File: src/rtl/serial_capture.sv
// serial_capture
//   Assembles a WIDTH-bit word from a qualified serial bit stream and holds it
//   behind a valid/ready handshake. Bit order is chosen per frame by
//   msb_first, sampled together with start.
//
// Ports
//   clk        in   sole clock, rising edge
//   reset      in   synchronous active-high reset
//   start      in   begin (or restart) a frame; latches msb_first
//   msb_first  in   1: first bit lands in MSB, 0: first bit lands in LSB
//   bit_in     in   serial data bit
//   bit_valid  in   qualifies bit_in while shifting
//   data_out   out  held assembled word [WIDTH-1:0]
//   data_valid out  data_out holds an unconsumed word
//   data_ready in   consumer accepts data_out when high with data_valid
//   busy       out  a frame is being shifted in
//   overrun    out  sticky: a completed word was dropped (until reset)
module serial_capture #(
   parameter int WIDTH = 8
) (
   input  logic             clk,
   input  logic             reset,
   input  logic             start,
   input  logic             msb_first,
   input  logic             bit_in,
   input  logic             bit_valid,
   output logic [WIDTH-1:0] data_out,
   output logic             data_valid,
   input  logic             data_ready,
   output logic             busy,
   output logic             overrun
);

   localparam int CW = $clog2(WIDTH + 1);
   localparam logic [CW-1:0] LAST_BIT = CW'(WIDTH - 1);

   typedef enum logic {
      IDLE  = 1'b0,
      SHIFT = 1'b1
   } state_t;

   state_t           state;
   state_t           state_nxt;
   logic [WIDTH-1:0] sr;
   logic [WIDTH-1:0] sr_next;
   logic [CW-1:0]    count;
   logic             msb_lat;
   logic             take_bit;
   logic             complete;

   function automatic logic [WIDTH-1:0] shift_in(input logic [WIDTH-1:0] cur,
                                                 input logic             msb,
                                                 input logic             b);
      if (msb) begin
         return {cur[WIDTH-2:0], b};
      end
      return {b, cur[WIDTH-1:1]};
   endfunction

   // State register
   always_ff @(posedge clk) begin
      if (reset) begin
         state <= IDLE;
      end else begin
         state <= state_nxt;
      end
   end

   // Next-state logic: start always (re)enters SHIFT; the last bit returns to IDLE
   always_comb begin
      state_nxt = state;
      case (state)
         IDLE: begin
            if (start) state_nxt = SHIFT;
         end
         SHIFT: begin
            if (start)         state_nxt = SHIFT;
            else if (complete) state_nxt = IDLE;
         end
         default: state_nxt = IDLE;
      endcase
   end

   // Output / control decode. start wins over a bit arriving in the same cycle.
   always_comb begin
      busy     = (state == SHIFT);
      take_bit = (state == SHIFT) && bit_valid && !start;
      complete = take_bit && (count == LAST_BIT);
      sr_next  = shift_in(sr, msb_lat, bit_in);
   end

   // Shift register, bit counter and latched bit order
   always_ff @(posedge clk) begin
      if (reset) begin
         sr      <= '0;
         count   <= '0;
         msb_lat <= 1'b0;
      end else if (start) begin
         sr      <= '0;
         count   <= '0;
         msb_lat <= msb_first;
      end else if (take_bit) begin
         sr    <= sr_next;
         count <= count + CW'(1);
      end
   end

   // Output holding register and handshake. A completing word is accepted
   // if the holding register is empty or being drained on this same edge;
   // otherwise it is dropped and overrun latches.
   always_ff @(posedge clk) begin
      if (reset) begin
         data_out   <= '0;
         data_valid <= 1'b0;
         overrun    <= 1'b0;
      end else if (complete) begin
         if (!data_valid || data_ready) begin
            data_out   <= sr_next;
            data_valid <= 1'b1;
         end else begin
            overrun <= 1'b1;
         end
      end else if (data_valid && data_ready) begin
         data_valid <= 1'b0;
      end
   end

endmodule
File: config.mk
export PLATFORM = sky130hd
export DESIGN_NAME = serial_capture
export DESIGN_NICKNAME = d
export VERILOG_FILES = /design/src/rtl/serial_capture.sv
export SDC_FILE = /design/constraint.sdc
export NUM_CORES = 1
export LEC_CHECK = 0
export BUFFER_PORTS_ARGS = -buffer_cell sky130_fd_sc_hd__buf_2
export CAP_MARGIN = 20
export CORE_ASPECT_RATIO = 1.25
export CORE_MARGIN = 2
export CORE_UTILIZATION = 49
export DETAILED_ROUTE_END_ITERATION = 12
export HOLD_SLACK_MARGIN = 0.1
export PLACE_DENSITY = 0.83
export SYNTH_ARGS = -nofsm -noshare
export SYNTH_HDL_FRONTEND = slang
export SYNTH_SLANG_ARGS = --single-unit
File: constraint.sdc
create_clock -name clk -period 1.3 [get_ports clk]
set_input_delay 0.39 -clock clk [delete_from_list [all_inputs] [get_ports clk]]
set_output_delay 0.39 -clock clk [all_outputs]
set_load 0.05 [all_outputs]
==> results of run 1 <==
## flip-flops by register name (all words and copies together), names as in the netlist
signal      count
busy            1
count           4
data_out        8
data_valid      1
msb_lat         1
overrun         1
sr              8
## logic make-up (layout without fill, tap and decap cells)
logic type,after synthesis,in the layout,synth area share
multiplexers,10,10,0.0878
AND/OR/NAND/NOR,41,41,0.243
buffers and inverters,13,32,0.0834
flip-flops,24,24,0.422
adder cells (fa/ha/maj),1,1,0.0110
XOR/XNOR,2,2,0.0154
AO/OA/AOI/OAI,20,20,0.138
## final timing paths
kind                               endpoint  slack, ns  depth (start not counted)
worst max register to register  data_out[6]      -0.02                          5
worst max-delay path            data_out[6]      -0.02                          5
worst min-delay path                msb_lat       0.31                          3
worst min register to register        sr[0]       0.52                          2
## layout make-up
cell class / instances / area (um^2) / share of cell area
Multi-Input combinational cell: 74 / 598 / 0.407
Sequential cell: 24 / 493 / 0.335
Timing Repair Buffer: 27 / 284 / 0.193
Tap cell: 31 / 38.8 / 0.0264
Clock inverter: 1 / 30.0 / 0.0204
Clock buffer: 3 / 22.5 / 0.0153
Inverter: 1 / 3.75 / 0.00255
## stage by stage
step	instance area (um^2)	instances	setup slack [ns]	hold slack, ns
after detailed placement	1310	156	-0.0740	0.462
after CTS	1400	160	0.00205	0.308
after global placement	1310	156	-0.00249	0.456
after global routing	1470	161	-0.0542	0.334
final	1470	161	-0.0191	0.305
after floorplan	1140	111	-0.00813	0.443
## metal layers
layer	wire length (um)	vias to the layer above	track usage
met2	1400	28	0.335
met3	89	8	0.0343
met5	0	-	0
met1	1160	460	0.250
li1	-	452	-
met4	71	0	0.0675
## Yosys cell counts
cell type,number
dfxtp_1,24
nor2_1,13
mux2i_1,10
nand4_1,9
a31oi_1,8
nor3b_2,8
buf_2,7
a211oi_1,6
buf_6,3
a211oi_2,2
and3b_1,2
nand2_1,2
nand2b_1,2
a21oi_1,1
a311oi_1,1
and2_1,1
buf_4,1
buf_8,1
ha_1,1
inv_1,1
nand2_2,1
nand4b_1,1
o221a_2,1
o31ai_2,1
or2_2,1
or3_1,1
xnor2_1,1
xor2_1,1
## worst min-delay path, cell delays in order
cell,delay [ns]
buf_2,0.07
mux2i_1,0.06
nor2_1,0.08
## power groups by stage
stage | logic, mW | clock network [mW] | registers (mW)
after floorplan | 0.0804 | 0 | 0.778
after global placement | 0.123 | 0 | 0.774
after detailed placement | 0.128 | 0 | 0.775
after CTS | 0.133 | 0.548 | 0.759
after global routing | 0.148 | 0.574 | 0.761
final | 0.140 | 0.550 | 0.759
## timing repair
action                                  CTS  global route
hold buffers                              0             0
setup buffers                             0             1
gates resized for setup                  14            20
endpoints found under the setup margin   16            18
==> impl_metrics.csv, run 1 <==
group,metric,value,unit
sta,fin_crit,1.32,ns
cts,ctsLongestPathBuffers,2,
sta,setup_ws,-0.0191,ns
power_and_ir_drop,p_int,1.12,mW
sta,rsz0062_at_grt,"true",
power_and_ir_drop,switchingPower,328,uW
sta,hold_violations,0,
global_route,grt_first_pass_wirelength,3.96,mm
global_route,antenna_found_initial,0,
route,wl_per_cell,16.9,um
global_route,track_usage,0.199,
final_layout,fin_util,0.665,
critical_path,crit_fanout,18,
global_route,grt_max_degree,24,
route,drc,0,
final_layout,fin_nets,139,
yosys,syn_nets,119,
route,routed_wl,2.72,mm
flow_run,cap_viol_max_count,0,
yosys,yosysTopAreaCell,"dfxtp_1",
cts,htree_num_levels,1,
sta,setup_tns,-0.0191,ns
power_and_ir_drop,clockPowerShare,0.380,
power_and_ir_drop,finalPower,1.45,mW
route,via_per_inst,5.89,
critical_path,path_class,"reg -> reg",
power_and_ir_drop,power_frac_comb,0.096,
yosys,syn_area_per_cell,10.3,um^2
sta,setup_viol_count_final,1,
sta,slew_headroom,0.831,
cts,cts_tree,"built",
final_layout,layout_commonest_cell,"dfxtp_1",
sta,finalClockSkew,0.00799,ns
yosys,syn_area,1140,um^2
power_and_ir_drop,p_per_area,986,nW/um^2
critical_path,crit_arrival,1.55,ns
critical_path,crit_start,"count[0]",
power_and_ir_drop,leakage,0.537,nW
route,routed-via-count,948,
status,violations,"negative setup slack",
power_and_ir_drop,seq_power_share,0.524,
cts,cts.clk_slew.worst_paths,0.14,ns
critical_path,cpLargestDelayFamily,"flip-flops",
cts,cts-root-buf,"clkbuf_4",
power_and_ir_drop,swShare,0.226,
critical_path,timing.rr.start,"count[0]",
place,place_congestion,0.773,
critical_path,worstSetupEndpointType,"register",
route,antenna_left,0,
final_layout,layout-drive-gt1-share,0.462,
critical_path,cp.buffers_inverters,1,
final_layout,fillers,121,
floorplan,initial_core_util,0.516,
sta,worst_pin_slew,0.246,ns
min_path,worstHoldStart,"msb_first",
final_layout,num_antenna_cells,0,
yosys,netlist_instances,111,
final_layout,layout_common_cells,"16 x dfxtp_1, 13 x nor2_1, 9 x nand4_1, 9 x buf_6",
yosys,synth_area_leaders,"dfxtp_1 42%, mux2i_1 8.8%, nor3b_2 8.8%",
route,first_pass_iters,4,
place,hpwl,1.67,mm
cts,clk_latency,0.33,ns
floorplan,io_pins,18,
floorplan,fp.dieW,47.1,um
power_and_ir_drop,peakVddDrop,0.00124,V
final_layout,synthToLayoutAreaGrowth,29.0,%
cts,cts_inserted_buffers,3,
cts,clock-sinks,24,
sta,drv_slew,0,
floorplan,die_area,2730,um^2
critical_path,cp_cell_sequence,"ha_1 -> and3b_2 -> buf_12 -> a31oi_1 -> nor3b_2",
floorplan,die_h,57.9,um
global_route,grt_overflow_total,0,
global_route,first_global_vias,865,
yosys,synth_seq_area_share,0.422,
floorplan,coreArea,2210,um^2
critical_path,cp-start-kind,"register",
yosys,yosys.area.top_type_share,0.422,
yosys,ys_ff_latch,24,
route,drtIter0Drc,13,
status,status,"complete, but fails checks",
sta,fmax,758,MHz
critical_path,critPathRequiredTime,1.53,ns
critical_path,critPathMaxStageDelay,0.35,ns
yosys,yosys_warnings,0,
yosys,ys_types,28,
min_path,hold_path.class,"in -> reg",
critical_path,crit_slowest_cell,"dfxtp_2",
floorplan,rows,19,
place,io_buffers,17,
sta,finalCritPeriodShare,1.01,
(Power assumes the default switching activity.)
==> inputs of run 2 (changes only) <==
Settings changed: MAX_ROUTING_LAYER from default to met4, PLACE_DENSITY 0.83 to 0.73.
==> run 2 against run 1 <==
Compared with the run above: the run now ends clean; combinational power shrank 6%; sequential share of layout area grew 0.29 points; global-route usage shrank 1.6 points; hold slack lost 0.018 ns; die area is the same; via count shrank 2.8%; utilization shrank 1.1 points; clock skew shrank 0.0051 ns; clock power shrank 30%; power shrank 12%; critical endpoint is now data_out[7].
==> impl_metrics.csv, run 2 (synthesis results as in run 1) <==
group,metric,value,unit
power_and_ir_drop,leakage,0.519,nW
floorplan,die_area,2730,um^2
route,drc,0,
floorplan,coreArea,2210,um^2
global_route,first_global_vias,828,
sta,finalClockSkew,0.00288,ns
cts,cts-root-buf,"clkbuf_4",
sta,finalCritPeriodShare,0.994,
place,place_area,1300,um^2
cts,post_cts_buffers,0,
final_layout,multi_input_area,618,um^2
sta,worst_pin_slew,0.299,ns
sta,drv_slew,0,
final_layout,synthToLayoutAreaGrowth,26.9,%
floorplan,fp.dieW,47.1,um
global_route,grt_first_pass_wirelength,3.61,mm
min_path,hold_path.class,"in -> reg",
critical_path,critPathRequiredTime,0.91,ns
sta,rsz0062_at_grt,"true",
critical_path,critPathMaxStageDelay,0.42,ns
final_layout,num_antenna_cells,0,
power_and_ir_drop,p_per_area,882,nW/um^2
cts,htree_num_levels,1,
cts,ctsLongestPathBuffers,2,
power_and_ir_drop,peakVddDrop,0.000735,V
sta,fmax,773,MHz
final_layout,layout_commonest_cell,"dfxtp_1",
sta,fin_hold_ws,0.287,ns
final_layout,layout-drive-gt1-share,0.438,
global_route,grt_overflow_total,0,
place,place_inst,157,
floorplan,rows,19,
critical_path,cp_cell_sequence,"buf_6",
final_layout,fillers,168,
place,io_buffers,17,
floorplan,initial_core_util,0.516,
floorplan,io_pins,18,
route,wl_per_cell,14.3,um
critical_path,path_class,"reg -> out",
cts,clk_latency,0.31,ns
critical_path,crit_slowest_cell,"dfxtp_1",
critical_path,crit_arrival,0.90,ns
final_layout,layout_common_cells,"19 x dfxtp_1, 13 x nor2_1, 11 x buf_4",
global_route,grt.met2_usage,0.290,
global_route,grt_max_degree,24,
route,antenna_left,0,
status,status,"complete, no violations",
final_layout,top_regs,"data_out: 8 flops, sr: 8 flops, count: 4 flops",
global_route,grt_util_met3,0.0280,
sta,setup_viol_count_final,0,
route,routed-via-count,921,
critical_path,cp.buffers_inverters,1,
final_layout,seqCellArea,489,um^2
floorplan,die_h,57.9,um
route,via_per_inst,5.72,
final_layout,design_area,1450,um^2
route,drtIter0Drc,37,
flow_run,cap_viol_max_count,0,
sta,hold_violations,0,
critical_path,crit_fanout,2,
final_layout,stdcell_count,161,
route,routed_wl,2.31,mm
place,place_congestion,0.773,
critical_path,worstSetupEndpointType,"output port",
global_route,grt_util_met1,0.233,
critical_path,cp-start-kind,"register",
critical_path,cpLargestDelayFamily,"flip-flops",
place,hpwl,1.55,mm
global_route,grt-busiest-layer,"met2",
sta,fin_crit,1.29,ns
cts,cts_inserted_buffers,3,
route,first_pass_iters,4,
cts,cts_tree,"built",
global_route,track_usage,0.183,
cts,cts.clk_slew.worst_paths,0.13,ns
final_layout,fin_nets,139,
sta,slew_headroom,0.795,
cts,clock-sinks,24,
global_route,antenna_found_initial,0,
[run 2: layout make-up]
| cell class | instances | area share |
|---|---|---|
| flip-flops and latches | 24 | 0.338 |
| clock buffers | 4 | 0.0251 |
| well taps | 31 | 0.0268 |
| multi-input cells | 74 | 0.427 |
| inverters | 1 | 0.00260 |
| repair buffers | 27 | 0.180 |
[run 2: repair_timing]
item	4_1_cts	5_1_grt
resized for setup	12	18
endpoints found under the setup margin	11	13
hold buffers	0	0
pin swaps	0	1
[run 2: path summary, 6_finish.rpt]
| path | cells after the start | start | slack (ns) | to |
|---|---|---|---|---|
| min | 2 | reset | 0.29 | busy |
| max reg2reg | 5 | count[1] | 0.03 | data_out[6] |
| min reg2reg | 2 | overrun | 0.49 | overrun |
| max | 1 | data_out[7] | 0.007 | data_out[7] |
[run 2: power by group]
part	switching [mW]	leakage (nW)	total, mW	internal [mW]
Sequential	0.0117	0.197	0.759	0.747
Clock	0.214	0.0210	0.385	0.171
Combinational	0.0739	0.301	0.132	0.0583
Total	0.299	0.519	1.28	0.976
[run 2: layer usage]
layer	share of wire	up-vias
met3	0.027	4
li1	-	446
met2	0.51	18
met4	0.013	0
met5	0	-
met1	0.45	453
[run 2: per-stage QoR]
stage               total power, mW  worst slack [ns]   util   TNS, ns
CTS                            1.29           0.00413  0.619         0
finish                         1.28           0.00716  0.654         0
global placement              0.895            0.0263  0.588         0
floorplan                     0.859          -0.00813      -   -0.0651
detailed placement            0.898          -0.00204  0.588  -0.00204
global route                   1.31           -0.0299  0.654   -0.0733
==> inputs of run 3 (changes only) <==
Settings changed: CTS_CLUSTER_SIZE from default to 12, PLACE_DENSITY 0.73 to 0.74, RECOVER_POWER from default to 50.
==> run 3 against run 2 <==
Compared with the run above: register-to-register slack about the same; hold slack worse by 0.027 ns; utilization up 0.96 points; maximum frequency up 0.80%; non-clock buffer count unchanged.
==> impl_metrics.csv, run 3 (synthesis results as in run 1) <==
group,metric,value,unit
floorplan,io_pins,18,
power_and_ir_drop,power_frac_comb,0.089,
sta,slew_headroom,0.804,
final_layout,num_antenna_cells,0,
cts,clock-sinks,24,
critical_path,worstSetupEndpointType,"output port",
final_layout,layout_common_cells,"16 x dfxtp_1, 13 x nor2_1, 9 x mux2i_1, 9 x nand4_1, 9 x buf_4",
power_and_ir_drop,swShare,0.224,
cts,ctsLongestPathBuffers,2,
cts,cts.clk_slew.worst_paths,0.13,ns
final_layout,top_regs,"data_out: 8 flops, sr: 8 flops, count: 4 flops",
final_layout,synthToLayoutAreaGrowth,28.8,%
sta,hold_violations,0,
final_layout,design_area,1470,um^2
sta,finalClockSkew,0.00451,ns
critical_path,r2r-end,"data_out[1]",
final_layout,stdcell_count,161,
global_route,grt_first_pass_wirelength,3.91,mm
power_and_ir_drop,switchingPower,322,uW
critical_path,rrSetupSlack,0.04,ns
final_layout,seqCellArea,495,um^2
power_and_ir_drop,clockPowerShare,0.383,
critical_path,critPathMaxStageDelay,0.39,ns
power_and_ir_drop,p_int,1.11,mW
place,place_inst,156,
floorplan,rows,19,
global_route,antenna_found_initial,0,
cts,htree_num_levels,1,
min_path,min_to,"busy",
final_layout,fin_nets,139,
cts,cts_hold_buf,0,
place,place_congestion,0.788,
power_and_ir_drop,leakage,0.528,nW
sta,setup_tns,0,ns
global_route,track_usage,0.205,
route,drtIter0Drc,22,
global_route,grt_max_degree,24,
sta,finalCritPeriodShare,0.987,
sta,setup_viol_count_final,0,
flow_run,cap_viol_max_count,0,
place,io_buffers,17,
floorplan,die_area,2730,um^2
power_and_ir_drop,p_per_area,979,nW/um^2
floorplan,initial_core_util,0.516,
min_path,min_path_cells,2,
critical_path,crit_slowest_cell,"dfxtp_1",
floorplan,die_h,57.9,um
cts,clk_latency,0.33,ns
critical_path,crit_arrival,0.89,ns
cts,cts-root-buf,"clkbuf_4",
route,routed-via-count,913,
critical_path,path_class,"reg -> out",
final_layout,multi_input_area,609,um^2
cts,cts_inserted_buffers,3,
place,place_area,1290,um^2
global_route,grt_overflow_total,0,
min_path,worstHoldStart,"reset",
final_layout,fillers,163,
critical_path,crit_fanout,2,
power_and_ir_drop,finalPower,1.44,mW
critical_path,cp.buffers_inverters,1,
route,first_pass_iters,4,
critical_path,cp_cell_sequence,"buf_6",
critical_path,critPathRequiredTime,0.91,ns
critical_path,cp-start-kind,"register",
power_and_ir_drop,peakVddDrop,0.00121,V
sta,worst_pin_slew,0.286,ns
status,status,"complete, no violations",
final_layout,layout-drive-gt1-share,0.454,
sta,fin_hold_ws,0.260,ns
floorplan,fp.dieW,47.1,um
min_path,hold_path.class,"in -> reg",
route,drc,0,
final_layout,layout_commonest_cell,"dfxtp_1",
route,routed_wl,2.38,mm
place,hpwl,1.61,mm
route,antenna_left,0,
sta,fmax,780,MHz
critical_path,cpLargestDelayFamily,"flip-flops",
critical_path,r2r_cells,5,
floorplan,coreArea,2210,um^2
route,via_per_inst,5.67,
route,wl_per_cell,14.8,um
global_route,first_global_vias,883,
power_and_ir_drop,seq_power_share,0.527,
cts,cts_tree,"built",
sta,fin_crit,1.28,ns
critical_path,timing.rr.start,"count[1]",
sta,drv_slew,0,
==> run 3: cell types whose count changed in the layout (fill, tap and decap cells not counted), moves of 2 or more <==
cell	change
dfxtp_1	-3
dfxtp_2	+2
buf_4	-2
buf_6	+2
==> run 3: cell type report <==
| cell class | count | share of cell area |
|---|---|---|
| multi-input combinational | 74 | 0.415 |
| sequential | 24 | 0.338 |
| timing repair buffer | 27 | 0.182 |
| tap | 31 | 0.0264 |
| clock inverter | 1 | 0.0205 |
| clock buffer | 3 | 0.0153 |
| inverter | 1 | 0.00256 |
==> run 3: power groups by stage <==
stage | combinational, mW | sequential (mW) | clock (mW)
6_report | 0.128 | 0.757 | 0.551
5_1_grt | 0.139 | 0.759 | 0.576
4_1_cts | 0.125 | 0.759 | 0.552
3_5_place_dp | 0.121 | 0.775 | 0
3_3_place_gp | 0.117 | 0.774 | 0
2_1_floorplan | 0.0804 | 0.778 | 0
==> run 3: timing repair <==
item / in CTS / in global routing
resized for setup: 15 / 20
cloned: 0 / 0
setup endpoints to repair: 15 / 16
setup buffers: 0 / 1
==> run 3: worst max path at each step <==
stage / start / endpoint / slack, ns / cells past startpoint
finish: data_out[3] / data_out[3] / 0.02 / 1
global route: data_out[1] / data_out[1] / -0.008 / 1
CTS: data_out[2] / data_out[2] / 0.008 / 1
detailed placement: start / count[3] / -0.01 / 5
global placement: start / count[3] / 0.03 / 5
floorplan: count[0] / data_out[0] / -0.008 / 6
==> run 3: stage by stage <==
stage	util	setup slack, ns
2_1_floorplan	-	-0.00813
3_3_place_gp	0.585	0.0258
3_5_place_dp	0.585	-0.0124
4_1_cts	0.628	0.00843
5_1_grt	0.664	-0.00822
6_report	0.664	0.0174
==> run 3: per-layer routing <==
layer	up-vias	global-route usage	routed length [um]	part of all wire
met3	6	0.0187	83	0.035
met2	20	0.333	1230	0.52
met1	441	0.241	1000	0.42
met4	0	0.111	68	0.029
met5	-	-	0	0
li1	446	-	-	-
